==> config.mk <==
export PLATFORM = sky130hd
export DESIGN_NAME = comp_ctrl_p
export DESIGN_NICKNAME = d
export VERILOG_FILES = /design/src/rtl/comp_ctrl_p.sv
export SDC_FILE = /design/constraint.sdc
export NUM_CORES = 1
export LEC_CHECK = 0
export CAP_MARGIN = 10
export CORE_MARGIN = 3
export CORE_UTILIZATION = 45
export CTS_CLUSTER_SIZE = 30
export DETAILED_ROUTE_END_ITERATION = 7
export GPL_ROUTABILITY_DRIVEN = 0
export PLACE_DENSITY = 0.87
export SKIP_LAST_GASP = 1
export SLEW_MARGIN = 20
export SYNTH_ARGS = -nofsm -noshare
export SYNTH_HDL_FRONTEND = slang
export SYNTH_SLANG_ARGS = --single-unit
export TNS_END_PERCENT = 1
==> constraint.sdc <==
create_clock -name clk -period 2.79 [get_ports clk]
set_input_delay 0.4185 -clock clk [delete_from_list [all_inputs] [get_ports clk]]
set_output_delay 0.4185 -clock clk [all_outputs]
set_load 0.03 [all_outputs]
==> src/rtl/comp_ctrl_p.sv <==
// ---------------------------------------------------------------------------
// comp_ctrl_p -- pixel/phrase write-compare control.
//
// Decides, per byte lane, whether a write must be inhibited, from three
// sources: a bit-compare against one selected bit of a source word, a
// per-byte data-compare, and a per-16-bit Z-compare. It also keeps a walking
// bit pointer for the bit-compare and counts the inhibited pixel writes.
//
// Parameters
//   NBYTES : byte lanes per phrase (4, 8 or 16)
//   BW     : bit-compare source width (8 or 16)
//   CNTW   : inhibit counter width
//
// Ports
//   clk, reset          : clock, synchronous active-high reset
//   in_valid            : compare inputs valid this cycle
//   cmp_start           : load bit pointer from icount_init, clear inh_cnt
//   icount_init         : bit pointer load value
//   step_inner          : advance bit pointer (mod BW)
//   big_pix             : bit order, 0 = MSB first, 1 = LSB first
//   phrase_mode         : 1 = phrase writes, 0 = pixel writes
//   pixsize             : 3 = 8bpp, 4 = 16bpp, 5 = 32bpp, other = 8bpp
//   bcompen/dcompen     : bit-compare / data-compare enables
//   bkgwren             : background write enable (suppresses nowrite)
//   bcompinv            : bit-compare polarity
//   srcd                : bit-compare source
//   dcomp               : per-byte data-compare equal flags
//   zcomp               : per-16-bit Z-compare fail flags
//   dbinh_n             : registered per-byte write enable (0 = inhibit)
//   nowrite             : registered whole-pixel write suppression
//   out_valid           : in_valid delayed one cycle
//   bitptr              : current bit pointer
//   inh_cnt             : saturating count of inhibited pixel writes
// ---------------------------------------------------------------------------
module comp_ctrl_p #(
    parameter int NBYTES = 8,
    parameter int BW     = 8,
    parameter int CNTW   = 16,
    localparam int SELW  = $clog2(BW)
) (
    input  logic              clk,
    input  logic              reset,
    input  logic              in_valid,
    input  logic              cmp_start,
    input  logic [SELW-1:0]   icount_init,
    input  logic              step_inner,
    input  logic              big_pix,
    input  logic              phrase_mode,
    input  logic [2:0]        pixsize,
    input  logic              bcompen,
    input  logic              dcompen,
    input  logic              bkgwren,
    input  logic              bcompinv,
    input  logic [BW-1:0]     srcd,
    input  logic [NBYTES-1:0] dcomp,
    input  logic [NBYTES/2-1:0] zcomp,
    output logic [NBYTES-1:0] dbinh_n,
    output logic              nowrite,
    output logic              out_valid,
    output logic [SELW-1:0]   bitptr,
    output logic [CNTW-1:0]   inh_cnt
);

    // ------------------------------------------------------------------
    // State
    // ------------------------------------------------------------------
    logic [SELW-1:0]   bitptr_q,  bitptr_d;
    logic [CNTW-1:0]   cnt_q,     cnt_d;
    logic [NBYTES-1:0] dbinh_n_q, dbinh_n_d;
    logic              nowrite_q, nowrite_d;
    logic              valid_q;

    // ------------------------------------------------------------------
    // Per-lane data/Z terms for each pixel size, and bit-compare per lane
    // ------------------------------------------------------------------
    logic [NBYTES-1:0] dz8, dz16, dz32, dz, bc_lane, lane_inh;

    for (genvar gi = 0; gi < NBYTES; gi++) begin : g_lane
        assign dz8[gi]  = dcompen & dcomp[gi];
        // 16bpp: lane belongs to word gi/2
        assign dz16[gi] = zcomp[gi/2] | (dcompen & (&dcomp[2*(gi/2) +: 2]));
        // 32bpp: lane belongs to dword gi/4, which spans two Z flags
        assign dz32[gi] = (&zcomp[2*(gi/4) +: 2])
                        | (dcompen & (&dcomp[4*(gi/4) +: 4]));
        // Phrase bit-compare uses one source bit per lane, wrapping at BW
        assign bc_lane[gi] = bcompen & (srcd[gi % BW] == bcompinv);
    end

    always_comb begin
        dz = dz8;
        case (pixsize)
            3'd4:    dz = dz16;
            3'd5:    dz = dz32;
            default: dz = dz8;
        endcase
    end

    assign lane_inh = dz | bc_lane;

    // ------------------------------------------------------------------
    // Pixel-mode bit compare on the bit selected by the (pre-update) pointer
    // ------------------------------------------------------------------
    logic [SELW-1:0] bit_idx;
    logic            bbit;
    logic            binh;
    logic            winhibit;

    assign bit_idx  = big_pix ? bitptr_q : (SELW'(BW - 1) - bitptr_q);
    assign bbit     = srcd[bit_idx];
    assign binh     = bcompen & (bbit == bcompinv);
    assign winhibit = phrase_mode ? 1'b0 : (binh | dz[0]);

    // A pixel occupies the low half of the phrase, so winhibit only
    // touches the lower NBYTES/2 lanes.
    for (genvar gi = 0; gi < NBYTES; gi++) begin : g_dbinh
        if (gi < NBYTES / 2) begin : g_low
            assign dbinh_n_d[gi] = ~((phrase_mode & lane_inh[gi]) | winhibit);
        end else begin : g_high
            assign dbinh_n_d[gi] = ~(phrase_mode & lane_inh[gi]);
        end
    end

    assign nowrite_d = winhibit & ~bkgwren;

    // ------------------------------------------------------------------
    // Next-state for pointer and counter
    // ------------------------------------------------------------------
    always_comb begin
        bitptr_d = bitptr_q;
        if (cmp_start) begin
            bitptr_d = icount_init;
        end else if (step_inner) begin
            bitptr_d = bitptr_q + SELW'(1);   // BW is a power of two: wraps mod BW
        end
    end

    always_comb begin
        cnt_d = cnt_q;
        if (cmp_start) begin
            cnt_d = '0;
        end else if (in_valid && nowrite_d && !(&cnt_q)) begin
            cnt_d = cnt_q + CNTW'(1);
        end
    end

    // ------------------------------------------------------------------
    // Registers
    // ------------------------------------------------------------------
    always_ff @(posedge clk) begin
        if (reset) begin
            bitptr_q  <= '0;
            cnt_q     <= '0;
            dbinh_n_q <= '1;
            nowrite_q <= 1'b0;
            valid_q   <= 1'b0;
        end else begin
            bitptr_q <= bitptr_d;
            cnt_q    <= cnt_d;
            valid_q  <= in_valid;
            // Results only advance on accepted cycles; otherwise hold.
            if (in_valid) begin
                dbinh_n_q <= dbinh_n_d;
                nowrite_q <= nowrite_d;
            end
        end
    end

    assign dbinh_n   = dbinh_n_q;
    assign nowrite   = nowrite_q;
    assign out_valid = valid_q;
    assign bitptr    = bitptr_q;
    assign inh_cnt   = cnt_q;

endmodule

==> impl_results.html <==
<table>
<tr><th>Metric</th><th>Value</th></tr>
<tr><th colspan="2">Setup path</th></tr>
<tr><td>Crit-path slowest cell</td><td>sky130_fd_sc_hd__clkdlybuf4s50_1</td></tr>
<tr><td>Sort of element at the start of the critical path</td><td>input port</td></tr>
<tr><td>Largest fanout on the critical path</td><td>32</td></tr>
<tr><td>CP Data Required Time</td><td>approximately 3000 ps</td></tr>
<tr><td>Reg2reg path depth</td><td>8</td></tr>
<tr><td>Worst-path cell chain</td><td>clkdlybuf4s50_1, nand2b_1, mux4_2, and4_4, o31ai_4, a31oi_4, buf_12, or4_1, a21oi_2</td></tr>
<tr><td>Family of cells with the greatest summed delay on the critical path</td><td>simple AND/OR/NAND/NOR gates</td></tr>
<tr><td>Worst Path Buf+Inv</td><td>2</td></tr>
<tr><td>CP Data Arrival Time</td><td>2880 ps</td></tr>
<tr><td>Critical path class</td><td>input port to register</td></tr>
<tr><td>Worst Setup End Kind</td><td>register</td></tr>
<tr><td>Delay of the slowest cell on the worst path</td><td>510 ps</td></tr>
<tr><td>Crit. path cell count</td><td>9</td></tr>
<tr><th colspan="2">Power</th></tr>
<tr><td>Cell internal pwr</td><td>slightly below 0.0009 W</td></tr>
<tr><td>Fraction of power consumed by the clock network</td><td>0.383</td></tr>
<tr><td>Seq pwr share</td><td>0.370</td></tr>
<tr><td>P_sw</td><td>between 0.0003 and 0.0004 W</td></tr>
<tr><td>Power Density</td><td>422 nW/um2</td></tr>
<tr><td>Worst vdd rail ir drop</td><td>393 uV</td></tr>
<tr><td>Share of total power consumed by net switching</td><td>0.265</td></tr>
<tr><td>Combinational share of power</td><td>0.247</td></tr>
<tr><td>Static leakage</td><td>0.993 nW</td></tr>
<tr><th colspan="2">Logic synthesis</th></tr>
<tr><td>Synthesized netlist net count</td><td>approximately 270</td></tr>
<tr><td>Synth Register Bits</td><td>29</td></tr>
<tr><td>Count of flip-flops with a built-in enable after synthesis</td><td>0</td></tr>
<tr><td>Main synth FF type</td><td>sky130_fd_sc_hd__dfxtp_1</td></tr>
<tr><td>Synth unique cells</td><td>47</td></tr>
<tr><td>Proportion of synthesized chip area in sequential cells</td><td>0.307</td></tr>
<tr><td>Leading area contributor after synthesis</td><td>sky130_fd_sc_hd__dfxtp_1</td></tr>
<tr><td>Area share of the largest cell type after synthesis</td><td>0.307</td></tr>
<tr><td>Cells after Synth</td><td>234</td></tr>
<tr><td>Async set or reset register ratio after synthesis</td><td>0</td></tr>
<tr><td>Combined area of all synthesized cells</td><td>roughly 1900 um2</td></tr>
<tr><td>Leading post-synthesis cells by cell area</td><td>sky130_fd_sc_hd__dfxtp_1, sky130_fd_sc_hd__a21oi_1, sky130_fd_sc_hd__nand2_1</td></tr>
<tr><td>Post-synthesis area per instance</td><td>8.08 um2</td></tr>
<tr><td>Total number of yosys warnings</td><td>0</td></tr>
<tr><th colspan="2">Global route</th></tr>
<tr><td>Total gr overflow</td><td>0</td></tr>
<tr><td>Vias in the first global route</td><td>1908</td></tr>
<tr><td>Global-route usage over all layers</td><td>0.214</td></tr>
<tr><td>Global-route wire length before repair</td><td>slightly below 9000 um</td></tr>
<tr><td>Number of antenna violations at the first check in global routing</td><td>0</td></tr>
<tr><td>Largest net degree at the start of global routing</td><td>33</td></tr>
<tr><th colspan="2">Timing</th></tr>
<tr><td>Max Slew Vio Count</td><td>0</td></tr>
<tr><td>Final number of setup-violating endpoints</td><td>0</td></tr>
<tr><td>Worst slew margin</td><td>0.649</td></tr>
<tr><td>Tcrit/Tclk final</td><td>0.953</td></tr>
<tr><td>Worst slew pin tran</td><td>525 ps</td></tr>
<tr><td>Setup WS post-layout</td><td>between 100 and 150 ps</td></tr>
<tr><td>Final critical path time including I/O delays and setup</td><td>2660 ps</td></tr>
<tr><td>Fmax achieved</td><td>about 380 MHz</td></tr>
<tr><td>Unrepaired setup endpoints after global routing</td><td>false</td></tr>
<tr><td>Count of final hold-check violations</td><td>0</td></tr>
<tr><td>Clock tree skew after final layout</td><td>8.10 ps</td></tr>
<tr><th colspan="2">CTS</th></tr>
<tr><td>TritonCTS Sinks</td><td>29</td></tr>
<tr><td>Source-to-sink clock delay at the later pin of the worst-skew pair</td><td>between 200 and 300 ps</td></tr>
<tr><td>H-tree levels</td><td>2</td></tr>
<tr><td>Clock root buffer</td><td>sky130_fd_sc_hd__clkbuf_8</td></tr>
<tr><td>TritonCTS Buffers</td><td>5</td></tr>
<tr><td>Max Buffers Root-to-Sink</td><td>2</td></tr>
<tr><td>TritonCTS clock tree</td><td>built</td></tr>
<tr><td>Clock transition at the registers of the reported paths</td><td>60 ps</td></tr>
<tr><th colspan="2">Routing</th></tr>
<tr><td>DRC violations left</td><td>0</td></tr>
<tr><td>Metal-1 WL</td><td>2180 um</td></tr>
<tr><td>Routed vias/inst</td><td>5.84</td></tr>
<tr><td>Post-route ant nets</td><td>0</td></tr>
<tr><td>Average detailed-routed wire length per instance</td><td>~15 um</td></tr>
<tr><td>Highest metal used</td><td>met4</td></tr>
<tr><td>Total Routed Length</td><td>5280 um</td></tr>
<tr><td>Detailed route wirelength on metal3</td><td>311 um</td></tr>
<tr><td>Met2 Routed Length</td><td>2680 um</td></tr>
<tr><td>Initial detailed-routing violation count</td><td>between 150 and 200</td></tr>
<tr><td>Router iterations before antenna repair</td><td>4</td></tr>
<tr><td>Total via count in the routed design</td><td>2098</td></tr>
<tr><th colspan="2">Floorplan</th></tr>
<tr><td>I/O pin cnt</td><td>66</td></tr>
<tr><td>Full die area</td><td>5010 um2</td></tr>
<tr><td>Die boundary width</td><td>slightly above 70 um</td></tr>
<tr><td>Floorplan core area</td><td>3850 um2</td></tr>
<tr><td>Starting utilization of the core area</td><td>0.491</td></tr>
<tr><td>Chip height</td><td>70.8 um</td></tr>
<tr><td>Placement Rows</td><td>22</td></tr>
<tr><th colspan="2">Hold path</th></tr>
<tr><td>Hold path depth</td><td>2</td></tr>
<tr><td>Hold crit path type</td><td>register to register</td></tr>
<tr><th colspan="2">Finish</th></tr>
<tr><td>Number of non-filler instances in the completed layout</td><td>359</td></tr>
<tr><td>Register area</td><td>581 um2</td></tr>
<tr><td>Area growth syn-to-layout</td><td>48.0%</td></tr>
<tr><td>Number of filler instances in the final layout</td><td>292</td></tr>
<tr><td>Area of the multi-input gates</td><td>1230 um2</td></tr>
<tr><td>Antenna cells</td><td>0</td></tr>
<tr><td>Post-layout net count</td><td>between 300 and 400</td></tr>
<tr><td>Fraction of layout instances using a drive strength above 1</td><td>0.106</td></tr>
<tr><th colspan="2">Placement</th></tr>
<tr><td>Detailed-placement wirelength estimate</td><td>4020 um</td></tr>
<tr><td>Setup WS pre-CTS</td><td>-234 ps</td></tr>
<tr><td>Number of placed instances, taps included</td><td>351</td></tr>
<tr><td>Number of buffer cells added on primary ports</td><td>65</td></tr>
<tr><th colspan="2">Status</th></tr>
<tr><td>Result of the run</td><td>finished, final reports clean</td></tr>
<tr><th colspan="2">Flow run</th></tr>
<tr><td>Number of max-cap violations</td><td>0</td></tr>
</table>
## per-stage QoR
| stage | TNS (ps) | util | hold WS (ps) | area, um2 | power, W |
|---|---|---|---|---|---|
| 2_1_floorplan | 0 | - | 502 | 1890 | 0.000605 |
| 3_3_place_gp | -2070 | 0.694 | 472 | 2670 | 0.000728 |
| 3_5_place_dp | -2910 | 0.694 | 478 | 2670 | 0.000735 |
| 4_1_cts | 0 | 0.724 | 491 | 2790 | 0.00118 |
| 5_1_grt | 0 | 0.726 | 521 | 2800 | 0.00123 |
| 6_report | 0 | 0.726 | 491 | 2800 | 0.00118 |
## flip-flops by register name, indices dropped and copies added, names as in the netlist
name,cells
inh_cnt,16
dbinh_n,8
bitptr,3
out_valid,1
nowrite,1
## power by group through the flow
stage                     logic (W)  registers [W]  clock network (W)
after floorplan            0.000136       0.000468                  0
after global placement     0.000282       0.000445                  0
after detailed placement   0.000290       0.000446                  0
after CTS                  0.000291       0.000437           0.000457
after global routing       0.000313       0.000438           0.000477
final                      0.000292       0.000437           0.000452
## worst paths after layout
kind         startpoint     endpoint  slack, ps
min reg2reg  dbinh_n[4]   dbinh_n[4]        490
max             srcd[5]  inh_cnt[11]        130
min          dbinh_n[4]   dbinh_n[4]        490
max reg2reg   bitptr[2]  inh_cnt[11]        190
## synth_stat cells, types with 6 or more instances
cell                        n
sky130_fd_sc_hd__clkbuf_1   7
sky130_fd_sc_hd__nand2_1   23
sky130_fd_sc_hd__nand3_1   12
sky130_fd_sc_hd__o21ai_0   10
sky130_fd_sc_hd__nand4_1    6
sky130_fd_sc_hd__or4_1      6
sky130_fd_sc_hd__nor2_1    16
sky130_fd_sc_hd__dfxtp_1   29
sky130_fd_sc_hd__xnor2_1    9
sky130_fd_sc_hd__o31ai_1    7
sky130_fd_sc_hd__nand2b_1   9
sky130_fd_sc_hd__a21oi_1   23
sky130_fd_sc_hd__or3_1      9
## kinds of logic (layout without fill, tap and decap cells)
family,Yosys count,after routing,synth area share
and+or+nand+nor,104,104,0.297
AOI/OAI and AO/OA,69,69,0.258
DFF,29,29,0.307
buffers and inverters,16,93,0.0437
xor gates and xnor gates,10,10,0.0463
muxes,4,4,0.0344
adders and majority gates,2,2,0.0132
## cell usage in the layout (no fill, tap or decap), types with 2 or more instances in the layout
cell type / instances
sky130_fd_sc_hd__xnor2_1: 9
sky130_fd_sc_hd__nor3b_1: 4
sky130_fd_sc_hd__o32a_1: 5
sky130_fd_sc_hd__a21oi_1: 22
sky130_fd_sc_hd__o211ai_1: 3
sky130_fd_sc_hd__nor2b_1: 5
sky130_fd_sc_hd__nand2b_1: 9
sky130_fd_sc_hd__nor2_1: 16
sky130_fd_sc_hd__a32oi_1: 3
sky130_fd_sc_hd__dfxtp_1: 29
sky130_fd_sc_hd__nand4_1: 6
sky130_fd_sc_hd__o22ai_1: 3
sky130_fd_sc_hd__nand3_1: 12
sky130_fd_sc_hd__buf_4: 17
sky130_fd_sc_hd__inv_1: 2
sky130_fd_sc_hd__o31ai_1: 7
sky130_fd_sc_hd__and3_1: 5
sky130_fd_sc_hd__or4_1: 6
sky130_fd_sc_hd__mux4_2: 2
sky130_fd_sc_hd__a32o_1: 2
sky130_fd_sc_hd__mux2i_1: 2
sky130_fd_sc_hd__nand2_1: 23
sky130_fd_sc_hd__clkdlybuf4s50_1: 63
sky130_fd_sc_hd__dlymetal6s2s_1: 2
sky130_fd_sc_hd__clkbuf_8: 6
sky130_fd_sc_hd__and2_1: 4
sky130_fd_sc_hd__a311o_1: 2
sky130_fd_sc_hd__o21ai_0: 10
sky130_fd_sc_hd__or3_1: 9
sky130_fd_sc_hd__o21bai_1: 2
sky130_fd_sc_hd__ha_1: 2
## layer usage
metal,up-vias,GRT usage
li1,1042,-
met1,966,0.257
met2,77,0.380
met3,13,0.0455
met4,0,0.0668
met5,-,0
## tightest hold or removal path, stage by stage, from the launching register on
cell and delay, ps:
sky130_fd_sc_hd__dfxtp_1 330, sky130_fd_sc_hd__o22ai_1 70, sky130_fd_sc_hd__nand2b_1 60
## final cells by class
cell class,instances,area share
flip-flops and latches,29,0.207
well taps,48,0.0215
clock inverters,1,0.0107
clock buffers,7,0.0308
inverters,2,0.00268
repair buffers,83,0.287
multi-input cells,189,0.440
## what timing repair did
action / in CTS / in global routing
hold buffers: 0 / 0
buffers inserted: 0 / 0
gates resized for setup: 0 / 3
setup endpoints to repair: 0 / 9
Note: power is estimated with default switching activity, not from simulation.
==> RTL edit, RTL diff (config.mk and constraints unchanged) <==
Put one more register stage on the output `inh_cnt`, without a reset. The value now appears one clock later. The other outputs are not delayed to match.
--- a/src/rtl/comp_ctrl_p.sv
+++ b/src/rtl/comp_ctrl_p.sv
@@ -171,3 +171,5 @@
     assign bitptr    = bitptr_q;
-    assign inh_cnt   = cnt_q;
+    always_ff @(posedge clk) begin
+        inh_cnt <= cnt_q;
+    end
 
Check against the original RTL: not equivalent (a bounded check fails within 4 cycles, from zero or initial values and one cycle with reset high).
==> RTL edit against the original RTL <==
Critical endpoint is now cnt_q[13]. Global-route usage down 0.55 points. Area after synthesis grew 17%. Power rose by 23%. Sequential cell count rose by 16. Clock skew barely moved. Routed wire length rose by 18%. Setup slack got worse by 100 ps. Die area is 15% higher. Cell area is 15% higher. Final cell count rose by 12%.
==> RTL edit: results (changes against the original RTL) <==
metric;value;unit;change
status;completed;;unchanged
fin_nets;374;;was 349
hold_depth;0;;was 2
muxShareOfSynthArea;2.49;%;was 3.44%
path_max_fanout;7;;was 32
synth_xor_area_share;3.96;%;was 4.63%
layout.cells.non_filler;401;;was 359
met2WireLength;3120;um;was 2680 um
placed_cell_area;0.00305;sq mm;was 0.00267 sq mm
dp_hpwl;4560;um;was 4020 um
layout-drive-gt1-share;12.5;%;was 10.6%
grt_pass1_wl;10000;um;was 8800 um
fillers;362;;was 292
whs;376;ps;was 491 ps
hold_end;inh_cnt[5];;was dbinh_n[4]
hold_start;cnt_q[5];;was dbinh_n[4]
r2r_cells;7;;was 8
ir_drop;380;uV;was 393 uV
grt_use_met3;4.49;%;was 4.55%
startpoint;big_pix;;was srcd[5]
fmax;0.362;GHz;was 0.376 GHz
dr.first_iter.drc_count;287;;was 168
timing.critical_path.to;cnt_q[13];;was inh_cnt[11]
synthTopCellsByCount;45 x dfxtp_1, 26 x a21oi_1, 19 x nand2_1, 18 x nor2_1, 13 x nand3_1;;was 29 x dfxtp_1, 23 x a21oi_1, 23 x nand2_1, 16 x nor2_1, 12 x nand3_1
avgViaCountPerCell;5.83;;was 5.84
synthAdderAreaFrac;1.13;%;was 1.32%
crit_arrival;2990;ps;was 2880 ps
pre_cts_slack;-453;ps;was -234 ps
ys_seq_area_share;40.8;%;was 30.7%
syn_nets;292;;was 273
met1_usage;25.8;%;was 25.7%
grt_pass1_vias;2197;;was 1908
met2_usage;36.5;%;was 38.0%
synth_area;0.00221;sq mm;was 0.00189 sq mm
synth_compound_area_share;21.3;%;was 25.8%
drtPass1Iterations;5;;was 4
dp_cells;392;;was 351
crit_type;in -> reg;;unchanged
clkTransAtPathRegs;80;ps;was 60 ps
wl_per_cell;15.5;um;was 14.7 um
insertion_delay;300;ps;was 280 ps
fin_worst_skew;7.63;ps;was 8.10 ps
reg2reg_setup_slack;70;ps;was 190 ps
grt_max_degree;16;;was 33
clk_path_buf_depth;2;;unchanged
RTL edit: what timing repair did:
action / CTS / global route
pin swaps: 0 / 3
cloned: 0 / 1
resized for setup: 3 / 9
setup endpoints to repair: 14 / 12
RTL edit: power breakdown:
group          internal, uW  switching (uW)  leakage [uW]  total (uW)
clock                   268             225     0.0000543         493
combinational           148             147      0.000783         295
sequential              654            8.64      0.000365         663
RTL edit: cell type report:
class / count / area (sq um) / area share [%]
clock buffers: 5 / 68.8 / 2.14
well taps: 65 / 81.3 / 2.53
inverters: 1 / 3.75 / 0.117
multi-input cells: 195 / 1280 / 39.9
repair buffers: 87 / 828 / 25.8
flip-flops and latches: 45 / 901 / 28.1
clock inverters: 3 / 46.3 / 1.44
RTL edit: critical path, cell delays in order:
cell           delay, ps
dlygate4sd2_1        290
nand2b_1             160
mux4_2               460
and4_4               210
o31a_1               330
o31a_4               420
or4_1                540
a21oi_1              160
